**src/rtl/instruction_fetch.sv**
```systemverilog
// rtl/instruction_fetch.sv - prefetching instruction fetch unit feeding the instruction register
//
// Holds the fetch PC, reads instruction words from memory one request at a
// time, buffers them with their addresses in a small in-order prefetch queue,
// and hands one word per decoder request to the instruction register through
// a one-cycle active-low load strobe. A jump flushes the queue and redirects
// fetching; a read that was already in flight when the jump arrived is still
// completed on the bus, but its word is thrown away.
//
// Ports:
//   clock      - system clock, all state changes on the rising edge
//   reset      - synchronous active-high reset
//   mem_read   - registered read request to memory
//   mem_addr   - registered word address, stable while mem_read=1 until ack
//   mem_ack    - memory returns valid mem_data this cycle (used only while reading)
//   mem_data   - returned instruction word
//   next       - decoder wants a new instruction (level)
//   jump       - one-cycle redirect pulse
//   jump_addr  - new fetch address, taken when jump=1
//   ir_data    - registered instruction word for the instruction register
//   notLoad    - registered active-low load strobe, low one cycle per instruction
//   ir_pc      - registered address of the word on ir_data
//   empty      - prefetch queue holds no words

module instruction_fetch #(
  parameter int          DEPTH    = 2,
  parameter logic [15:0] RESET_PC = 16'h0000
) (
  input  logic        clock,
  input  logic        reset,
  output logic        mem_read,
  output logic [15:0] mem_addr,
  input  logic        mem_ack,
  input  logic [15:0] mem_data,
  input  logic        next,
  input  logic        jump,
  input  logic [15:0] jump_addr,
  output logic [15:0] ir_data,
  output logic        notLoad,
  output logic [15:0] ir_pc,
  output logic        empty
);

  // Occupancy counter wide enough for the largest supported DEPTH (4).
  localparam int            CW      = 3;
  localparam logic [CW-1:0] DEPTH_C = CW'(DEPTH);

  typedef enum logic [1:0] {
    IDLE    = 2'd0,
    REQ     = 2'd1,
    DISCARD = 2'd2
  } state_t;

  state_t        state, state_nx;
  logic          mem_read_nx;
  logic [15:0]   mem_addr_nx;
  logic [15:0]   fetch_pc, fetch_pc_nx;
  logic [CW-1:0] count, count_nx;
  logic [CW-1:0] wr_idx;
  logic          do_push, do_pop, free;

  // Entry 0 is always the head; a pop shifts the rest down by one.
  logic [15:0]   q_word [DEPTH];
  logic [15:0]   q_addr [DEPTH];

  assign empty = (count == '0);

  always_comb begin
    do_pop      = next && (count != '0) && !jump;
    do_push     = (state == REQ) && mem_ack && !jump;
    // With a simultaneous pop the pushed word lands behind the survivors.
    wr_idx      = do_pop ? count - CW'(1) : count;

    count_nx    = count;
    if (jump)
      count_nx = '0;
    else if (do_push && !do_pop)
      count_nx = count + CW'(1);
    else if (!do_push && do_pop)
      count_nx = count - CW'(1);

    fetch_pc_nx = fetch_pc;
    if (jump)
      fetch_pc_nx = jump_addr;
    else if (do_push)
      fetch_pc_nx = fetch_pc + 16'd1;

    // free: no request remains outstanding after this edge, so a new one
    // may be issued in the same edge.
    free        = 1'b0;
    state_nx    = state;
    mem_read_nx = mem_read;
    mem_addr_nx = mem_addr;

    case (state)
      IDLE:    free = 1'b1;
      REQ: begin
        if (mem_ack)
          free = 1'b1;
        else if (jump)
          state_nx = DISCARD;   // bus request must complete at the old address
      end
      DISCARD: begin
        if (mem_ack)
          free = 1'b1;
      end
      default: free = 1'b1;
    endcase

    if (free) begin
      if (count_nx < DEPTH_C) begin
        state_nx    = REQ;
        mem_read_nx = 1'b1;
        mem_addr_nx = fetch_pc_nx;
      end else begin
        state_nx    = IDLE;
        mem_read_nx = 1'b0;
      end
    end
  end

  always_ff @(posedge clock) begin
    if (reset) begin
      state    <= IDLE;
      mem_read <= 1'b0;
      mem_addr <= RESET_PC;
      fetch_pc <= RESET_PC;
      count    <= '0;
      ir_data  <= 16'h0000;
      ir_pc    <= 16'h0000;
      notLoad  <= 1'b1;
    end else begin
      state    <= state_nx;
      mem_read <= mem_read_nx;
      mem_addr <= mem_addr_nx;
      fetch_pc <= fetch_pc_nx;
      count    <= count_nx;

      if (do_pop) begin
        notLoad <= 1'b0;
        ir_data <= q_word[0];
        ir_pc   <= q_addr[0];
      end else begin
        notLoad <= 1'b1;
      end
    end
  end

  // Queue storage needs no reset: occupancy alone decides which entries are live.
  always_ff @(posedge clock) begin
    if (do_pop) begin
      for (int i = 0; i < DEPTH - 1; i++) begin
        q_word[i] <= q_word[i+1];
        q_addr[i] <= q_addr[i+1];
      end
    end
    // Placed after the shift so the push wins on a shared slot.
    for (int i = 0; i < DEPTH; i++) begin
      if (do_push && (CW'(i) == wr_idx)) begin
        q_word[i] <= mem_data;
        q_addr[i] <= mem_addr;
      end
    end
  end

endmodule

```
**config.mk**
```make
export PLATFORM = sky130hd
export DESIGN_NAME = instruction_fetch
export DESIGN_NICKNAME = d
export VERILOG_FILES = /design/src/rtl/instruction_fetch.sv
export SDC_FILE = /design/constraint.sdc
export NUM_CORES = 1
export LEC_CHECK = 0
export ABC_CLOCK_PERIOD_IN_PS = 5600
export BUFFER_PORTS_ARGS = -buffer_cell sky130_fd_sc_hd__buf_2
export CORE_MARGIN = 3
export CORE_UTILIZATION = 45
export DETAILED_ROUTE_END_ITERATION = 10
export PLACE_DENSITY = 0.75
export SETUP_SLACK_MARGIN = 0.5
export SLEW_MARGIN = 20
export SYNTH_ARGS = -nofsm -noshare
export SYNTH_HDL_FRONTEND = slang
export SYNTH_SLANG_ARGS = --single-unit
```
**constraint.sdc**
```tcl
create_clock -name clock -period 5.6 [get_ports clock]
set_clock_uncertainty 0.15 [all_clocks]
set_input_delay 0.84 -clock clock [delete_from_list [all_inputs] [get_ports clock]]
set_output_delay 0.84 -clock clock [all_outputs]
set_load 0.05 [all_outputs]
```
## Word-level counts from Yosys, hierarchy flattened

Memories as Yosys holds them, arrays and structs flattened. A register that Yosys moved wholly into a read port is not among the register bits.
Index checks and enable logic that the tools add are counted.
W data, S select, Z words.

| operators by class | value |
|---|---|
| add/subtract/negate cells | 3 |
| order comparisons | 1 |
| eq/ne operators | 4 |
| mux-type cells | 23 |
| bitwise logic cells | 2 |
| reduce and logical (&&, ||, !) cells | 19 |

Operators by type and width:

| operator | count |
|---|---|
| $mux W16 | 4 |
| $add A16 B1 Y16 const B | 1 |
| $mux W3 | 4 |
| $mux W1 | 11 |
| $logic_and A1 B1 Y1 | 8 |
| $mux W2 | 4 |
| $logic_not A3 Y1 | 2 |
| $reduce_bool A2 Y1 | 2 |
| $add A3 B1 Y3 const B | 1 |
| $eq A1 B3 Y1 const A | 1 |
| $logic_not A1 Y1 | 3 |
| $lt A3 B2 Y1 const B | 1 |
| $reduce_and A3 Y1 | 1 |
| $reduce_bool A3 Y1 | 1 |
| $sub A3 B1 Y3 const B | 1 |
| $eq A2 B1 Y1 const B | 1 |
| $eq A2 B2 Y1 const B | 1 |
| $ne A2 B1 Y1 const B | 1 |
| $or A1 B1 Y1 | 2 |
| $reduce_and A2 Y1 | 1 |
| $reduce_or A2 Y1 | 1 |

| word-level totals | value |
|---|---|
| register bits after elaboration | 39 |
| RAM bits | 64 |
| input bits | 37 |
| output and inout bits | 51 |
| memories | 2 |

Memory list:

| name | depth | width | rd ports | clocked after Yosys merged registers in | wr ports | line | RTL |
|---|---|---|---|---|---|---|---|
| q_addr | 2 | 16 | 2 | 1 | 2 | 64 | `logic [15:0] q_addr [DEPTH];` |
| q_word | 2 | 16 | 2 | 1 | 2 | 63 | `logic [15:0] q_word [DEPTH];` |

## Logic depth before layout (Yosys ltp)

Gate-level depths: netlist (run 1).

| logic depth | value |
|---|---|
| depth after elaboration | 11 |
| gate-level depth with buffers | 12 |

## Worst setup path after synthesis (run 1)

Ideal clock, no wire load.

| path | value |
|---|---|
| kind | in2reg |
| from | input next |
| to | memory q_addr[0][0], enable pin |
| setup time | 0.466 ns |
| data arrival time | 3.593 ns |
| data required time | 4.984 ns |
| setup slack | 1.391 ns |
| cell stages on the path | 4 |
| cell sequence | nor2b_4 a211oi_1 o21ai_1 o21ai_0 |

RTL lines:

| item | line | RTL |
|---|---|---|
| from (decl) | 35 | `input logic next,` |
| to (decl) | 64 |  |

## Final worst setup path (run 1)

| path | value |
|---|---|
| from | input jump |
| to | register mem_addr[6] |

| between the ends | value |
|---|---|
| cells in the longest elaborated chain, start to end | 9 |
| elaborated cells on any way between the ends | 14 |
| those cells by class | 1 x order compare; 5 x mux; 8 x reduce/logical |

Ends and longest elaborated chain:

| item | line | RTL |
|---|---|---|
| from (decl) | 36 | `input logic jump,` |
| $logic_not A1 Y1 | 69, 70 |  |
| $logic_and A1 B1 Y1 | 70 | `do_push = (state == REQ) && mem_ack && !jump;` |
| $logic_not A1 Y1 | 79 | `else if (!do_push && do_pop)` |
| $logic_and A1 B1 Y1 | 79 |  |
| $mux W3 | 79 |  |
| $mux W3 | 77 | `else if (do_push && !do_pop)` |
| $mux W3 | 75 | `if (jump)` |
| $lt A3 B2 Y1 | 111 | `if (count_nx < DEPTH_C) begin` |
| $reduce_and A2 Y1 (no line) | n/a |  |
| to (signal assigned) | 135 | `mem_addr <= mem_addr_nx;` |
| to (decl) | 32 | `output logic [15:0] mem_addr,` |

Several ways; a longest one is shown, not always the timed one.
A chain may end at the register's enable or synchronous reset.

==> out/qor.yml, run 1 <==
run_status:
  run_status: "finished clean"
synthesis:
  synthTopCellsByArea: "edfxtp_1 35%, dfxtp_1 26%, mux2_4 7.9%"
  synthAdderAreaFrac_pct: 1.59
  synth_flop_cell: "dfxtp_1"
  synth-xor-area-share_pct: 1.27
  synth_area_leader_cell: "edfxtp_1"
  synthMuxAreaShare_pct: 10.9
  yosys.cell_types.count: 52
  synth_top_family_by_area: "simple AND/OR/NAND/NOR gates"
  yosysWarnings: 0
  synth-edff-count: 64
  syn-mean-instance-area_um2: 11.6
  yosysTopAreaCellShare_pct: 34.9
  synthSimpleGateAreaFrac_pct: 13.8
  ys_ff_latch: 135
  syn_nets: 518
  syn_inst: 474
  synth_compound_area_share_pct: 8.68
  yosysSeqAreaShare_pct: 60.7
  async_flop_share_pct: 0
  synth.cell_area_um2: 5510
global_route:
  grt_overflow: 0
  busiest_layer: "met2"
  grtUsageTotal_pct: 17.7
  grt_pass1_wl_um: 18400
  grt_use_met2_pct: 30.7
  grt_max_degree: 61
  grt_pass1_vias: 3864
  grt_use_met1_pct: 21.2
  met3_usage_pct: 4.92
  antenna_found_initial: 0
clocking:
  clock-sinks: 135
  postCtsHoldBufs: 0
  cts_tree: "done"
  root_buffer: "clkbuf_16"
  clock_latency_ns: 0.41
  clkTransAtPathRegs_ns: 0.06
  cts_buffers: 17
  h-tree-depth: 4
  cts_setup_buffers: 0
  ctsResizeCount: 0
  clock_path_buffers: 2
route:
  drc: 0
  drtIter0Drc: 259
  num_vias: 3813
  vias_per_cell: 5.32
  routedWlPerCell_um: 16.2
  wl_um: 11600
  ant_nets: 0
  first_pass_iters: 5
power_and_ir_drop:
  p_clk_share_pct: 46.1
  leakagePower_nw: 2.70
  combinationalPowerShare_pct: 7.7
  power_density_nw_per_um2: 355
  power_frac_seq_pct: 46.3
  p_int_mw: 1.80
  vdd_drop_max_mv: 0.212
  switching_share_pct: 23.8
  p_switching_uw: 561
  totalPowerFinal_mw: 2.36
worst_setup_path:
  end_kind: "flip-flop"
  critPathMaxStageDelay_ns: 0.53
  crit_slowest_cell: "mux2i_2"
  required_ns: 5.74
  critPathKind: "input pin to flip-flop"
  cp.arrival_ns: 3.97
  crit_chain: "buf_2 > nor2b_4 > o21ai_2 > buf_4 > inv_4 > ha_1 > and3b_1 > a21oi_1 > mux2i_2 > nand2_2 > mux2_1"
  crit_fanout: 35
  reg2reg_depth: 12
  startpoint_type: "input pin"
die:
  die_w_um: 117
  io_pins: 88
  rows: 39
  design.core.area_um2: 11700
  die_h_um: 117
  initial_core_util_pct: 47.0
  dieArea_um2: 13600
layout:
  final_cell_mix: "87 x nand2_1, 87 x buf_2, 71 x dfxtp_1"
  nNetsFinal: 605
  final_cells: 717
  utilization_pct: 56.6
  area_growth_pct: 20.4
  drive_above_1_share_pct: 28.9
  fin_area_um2: 6630
  diodes: 0
timing:
  timing.fmax_mhz: 262
  hold_viol: 0
  worstMarginPinSlew_ns: 1.05
  slew_violations: 0
  slew_headroom_pct: 30.1
  grt_setup_unrepaired: "false"
  finalCritPeriodShare_pct: 68.3
  min_period_ns: 3.82
  layout_setup_ws_ns: 1.78
  tns_ns: 0
  setup_viol: 0
  holdWs_ns: 0.301
placed_design:
  dp.cells: 685
  place_congestion: 0.861
  pre_cts_ws_ns: 1.35
  dpl.hpwl_um: 7740
  dpl-instance-area_um2: 6050
  port_buffers: 87
min_path:
  holdCritPathClass: "flip-flop to flip-flop"
  hold_path_depth: 2
flow_run:
  drv_cap: 0
sequential cells by signal, indices dropped and copies added (netlist names):
| signal | cells |
|---|---|
| mem_read | 1 |
| notLoad | 1 |
| mem_addr | 16 |
| state | 2 |
| q_addr | 32 |
| ir_pc | 16 |
| q_word | 32 |
| ir_data | 16 |
| fetch_pc | 16 |
| count | 3 |
power by group through the flow:
stage / Sequential, mW / Clock (mW) / Combinational, mW
6_report: 1.09 / 1.09 / 0.180
2_1_floorplan: 1.15 / 0 / 0.0882
5_1_grt: 1.09 / 1.15 / 0.196
4_1_cts: 1.09 / 1.11 / 0.181
3_3_place_gp: 1.11 / 0 / 0.176
3_5_place_dp: 1.11 / 0 / 0.181
layer usage:
layer | up-vias | wire (um)
met1 | 1814 | 5010
met5 | - | 0
met2 | 125 | 5700
met4 | 0 | 129
li1 | 1862 | -
met3 | 12 | 735
synthesized netlist by cell type (2+ instances only):
cell and n:
dfxtp_1 71, mux2i_1 6, nand4_1 4, and2_1 3, ha_1 7, a211oi_1 7, o31ai_1 2, a31oi_1 3
or4_1 4, mux2_4 29, and3_1 3, nor3b_1 2, o32ai_1 2, edfxtp_1 64, nand2_1 87, o21ai_0 11
nor2_1 23, mux2_2 7, xor2_1 4, inv_1 14, buf_6 4, nand3_1 10, a21oi_1 42, buf_1 2
clkbuf_1 14, nor2b_1 10, xnor2_1 4, nor3_1 10, a311oi_1 2
final timing paths:
check        startpoint          end  slack (ns)
max                jump  mem_addr[6]        1.78
min          ir_data[7]   ir_data[7]        0.30
max reg2reg    count[0]  mem_addr[6]        1.88
min reg2reg  ir_data[7]   ir_data[7]        0.30
critical path: cells and delay by family:
kind / cells / cell delay [ns]
buffers and inverters: 3 / 1.01
adder cells (fa/ha/maj): 1 / 0.31
AO/OA/AOI/OAI: 2 / 0.33
AND/OR/NAND/NOR: 3 / 0.57
multiplexers: 2 / 0.90
cell families (layout without fill, tap and decap cells):
logic type | Yosys count | in the layout
AND/OR/NAND/NOR | 164 | 164
flip-flops | 135 | 135
AO/OA/AOI/OAI | 80 | 80
multiplexers | 44 | 44
buffers and inverters | 36 | 136
XOR/XNOR | 8 | 8
adder cells (fa/ha/maj) | 7 | 7
area by class of cell:
class / instances / area (um2)
multi-input cells: 303 / 2010
repair buffers: 89 / 450
fillers: 980 / 5080
inverters: 15 / 58.8
flip-flops and latches: 135 / 3340
clock inverters: 14 / 148
well taps: 143 / 179
clock buffers: 18 / 439
Power figures use the tool's default switching activity.
==> inputs of run 2 (changes only) <==
--- a/config.mk
+++ b/config.mk
@@ -5,12 +5,12 @@
 export SDC_FILE = /design/constraint.sdc
 export NUM_CORES = 1
 export LEC_CHECK = 0
-export ABC_CLOCK_PERIOD_IN_PS = 5600
+export ABC_CLOCK_PERIOD_IN_PS = 3400
 export BUFFER_PORTS_ARGS = -buffer_cell sky130_fd_sc_hd__buf_2
 export CORE_MARGIN = 3
 export CORE_UTILIZATION = 45
 export DETAILED_ROUTE_END_ITERATION = 10
-export PLACE_DENSITY = 0.75
+export PLACE_DENSITY = 0.77
 export SETUP_SLACK_MARGIN = 0.5
 export SLEW_MARGIN = 20
 export SYNTH_ARGS = -nofsm -noshare
==> constraint.sdc (replaced) <==
create_clock -name clock -period 3.4 [get_ports clock]
set_clock_uncertainty 0.15 [all_clocks]
set_input_delay 0.51 -clock clock [delete_from_list [all_inputs] [get_ports clock]]
set_output_delay 0.51 -clock clock [all_outputs]
set_load 0.05 [all_outputs]
==> run 2 against run 1 <==
Against the previous run: cell area up 2.3%; clock power up 68%; hold slack worse by 0.17 ns; highest routed layer unchanged; non-clock buffer count up 8; via count up 3.6%; sequential share of layout area down 1.1 points; utilization up 1.3 points; combinational power up 73%.
==> out/qor.yml, run 2 (synthesis gave the netlist of run 1 again) <==
run_status:
  run_status: "finished clean"  # unchanged
timing:
  finalCritPeriodShare_pct: 82.5
  slew_headroom_pct: 56.7  # was 30.1%
  timing.fmax_mhz: 356
  setup_viol: 0  # unchanged
  worstMarginPinSlew_ns: 0.649  # was 1.05 ns
  grt_setup_unrepaired: "true"  # was false
  min_period_ns: 2.81
  hold_viol: 0  # unchanged
  slew_violations: 0  # unchanged
  holdWs_ns: 0.134  # was 0.301 ns
  tns_ns: 0  # unchanged
worst_setup_path:
  critPathMaxStageDelay_ns: 0.50  # was 0.53 ns
  cp_common_cell: "inv_4"
  crit_chain: "inv_4 > ha_4 > inv_1 > o21ai_4 > inv_4 > ha_2 > and3b_2 > a21oi_4 > mux2_4 > or4_1 > o32ai_1"  # was buf_2 > nor2b_4 > o21ai_2 > buf_4 > inv_4 > ha_1 > and3b_1 > a21oi_1 > mux2i_2 > nand2_2 > mux2_1
  crit-reg2reg-launch: "count[0]"  # unchanged
  required_ns: 3.57  # was 5.74 ns
  crit_fanout: 5  # was 35
  startpoint_type: "flip-flop"  # was input pin
  cp.buffers_inverters: 3  # unchanged
  startpoint: "count[0]"  # was jump
  cpLargestDelayFamily: "simple AND/OR/NAND/NOR gates"  # was buffers and inverters
  end_kind: "flip-flop"  # unchanged
  crit_slowest_cell: "or4_1"  # was mux2i_2
  cp.arrival_ns: 2.98  # was 3.97 ns
  critPathKind: "flip-flop to flip-flop"  # was input pin to flip-flop
layout:
  layout_commonest_cell: "buf_2"
  final_cells: 725  # was 717
  largestRegisters: "q_addr: 32 flops, q_word: 32 flops"  # unchanged
  final_cell_mix: "87 x buf_2, 86 x nand2_1, 70 x dfxtp_1"  # was 87 x nand2_1, 87 x buf_2, 71 x dfxtp_1
  drive_above_1_share_pct: 32.0  # was 28.9%
  area_growth_pct: 23.2  # was 20.4%
  utilization_pct: 57.9  # was 56.6%
  fillers: 940  # was 980
  diodes: 0  # unchanged
  nNetsFinal: 613  # was 605
clocking:
  cts_buffers: 17  # unchanged
  cts_tree: "done"  # unchanged
  clkTransAtPathRegs_ns: 0.06  # about the same
  clock_latency_ns: 0.42  # was 0.41 ns
  clock_path_buffers: 2  # unchanged
  h-tree-depth: 4  # unchanged
  postCtsHoldBufs: 0  # unchanged
  clock-sinks: 135  # unchanged
  root_buffer: "clkbuf_16"  # unchanged
power_and_ir_drop:
  power_density_nw_per_um2: 580  # was 355 nW/um2
  p_switching_uw: 983  # was 561 uW
  totalPowerFinal_mw: 3.93  # was 2.36 mW
  combinationalPowerShare_pct: 7.9  # was 7.7%
  p_int_mw: 2.95  # was 1.80 mW
  leakagePower_nw: 2.74  # was 2.70 nW
  switching_share_pct: 25.0  # was 23.8%
  power_frac_seq_pct: 45.6  # was 46.3%
  p_clk_share_pct: 46.5  # was 46.1%
  vdd_drop_max_mv: 0.334  # was 0.212 mV
route:
  vias_per_cell: 5.45  # was 5.32
  wl_um: 12300  # was 11,600 um
  routedWlPerCell_um: 17.0  # was 16.2 um
  num_vias: 3951  # was 3,813
  first_pass_iters: 5  # unchanged
  drtIter0Drc: 320  # was 259
  drc: 0  # unchanged
  ant_nets: 0  # unchanged
die:
  initial_core_util_pct: 47.0  # unchanged
  dieArea_um2: 13600  # unchanged
  rows: 39  # unchanged
  die_h_um: 117  # unchanged
  io_pins: 88  # unchanged
  die_w_um: 117  # unchanged
  design.core.area_um2: 11700  # unchanged
placed_design:
  dpl.hpwl_um: 8290  # was 7740 um
  place_congestion: 0.881  # was 0.861
  dp.cells: 692  # was 685
  port_buffers: 87  # unchanged
global_route:
  grtUsageTotal_pct: 19.0  # was 17.7%
  grt_overflow: 0  # unchanged
  busiest_layer: "met2"  # unchanged
  grt_pass1_vias: 3941  # was 3,864
  met3_usage_pct: 4.97  # was 4.92%
  antenna_found_initial: 0  # unchanged
  grt_pass1_wl_um: 19500  # was 18,400 um
  grt_max_degree: 43  # was 61
  grt_use_met1_pct: 22.8  # was 21.2%
  grt_use_met2_pct: 32.5  # was 30.7%
flow_run:
  drv_cap: 0  # unchanged
min_path:
  holdCritPathClass: "input pin to flip-flop"  # was flip-flop to flip-flop
  hp-start: "mem_data[15]"  # was ir_data[7]
==> run 2: cell count changes in the layout (fill, tap and decap cells not counted), sizes merged <==
cell | previous run | this run
buf | 89 | 97
clkinvlp | 3 | 5
clkbuf | 18 | 17
clkinv | 5 | 2
inv | 19 | 21
==> run 2: area by class of cell <==
class | count | area [um2] | area share (%)
multi-input combinational | 303 | 2090 | 30.9
timing repair buffer | 97 | 510 | 7.52
inverter | 15 | 61.3 | 0.904
tap | 143 | 179 | 2.64
clock buffer | 17 | 425 | 6.27
clock inverter | 15 | 166 | 2.45
sequential | 135 | 3350 | 49.3
==> run 2: path summary, 6_finish.rpt <==
| path | cells after the start | slack [ns] | end |
|---|---|---|---|
| min | 1 | 0.13 | q_word[1][15] |
| min reg2reg | 2 | 0.30 | ir_data[11] |
| max reg2reg | 11 | 0.59 | mem_addr[11] |
| max | 11 | 0.59 | mem_addr[11] |
==> run 2: worst reg2reg max path, cell delays in order (launching register included) <==
cell     delay (ns)
dfxtp_4        0.38
inv_4          0.09
ha_4           0.15
inv_1          0.07
o21ai_4        0.23
inv_4          0.06
ha_2           0.20
and3b_2        0.23
a21oi_4        0.18
mux2_4         0.34
or4_1          0.50
o32ai_1        0.11
==> run 2: timing repair <==
item,CTS,global route
buffers inserted,0,1
pin swaps,1,1
gates resized for setup,6,10
endpoints found under the setup margin,41,10
gates cloned,0,0
==> run 2: layer usage <==
metal,part of all wire [%],vias up
li1,-,1877
met1,42,1893
met2,49,157
met3,6.8,24
met4,1.9,0
met5,0,-
==> run 2: power by group through the flow <==
stage / logic [mW] / registers (mW) / clock network, mW
floorplan: 0.148 / 1.89 / 0
global placement: 0.297 / 1.83 / 0
detailed placement: 0.306 / 1.83 / 0
CTS: 0.309 / 1.79 / 1.85
global route: 0.334 / 1.80 / 1.93
finish: 0.311 / 1.80 / 1.83
==> run 2: through the flow <==
| step | area (um2) | setup slack, ns |
|---|---|---|
| after detailed placement | 6130 | 0.373 |
| after global routing | 6780 | 0.485 |
| after global placement | 6130 | 0.508 |
| after floorplan | 5560 | 0.265 |
| after CTS | 6750 | 0.507 |
| final | 6780 | 0.594 |
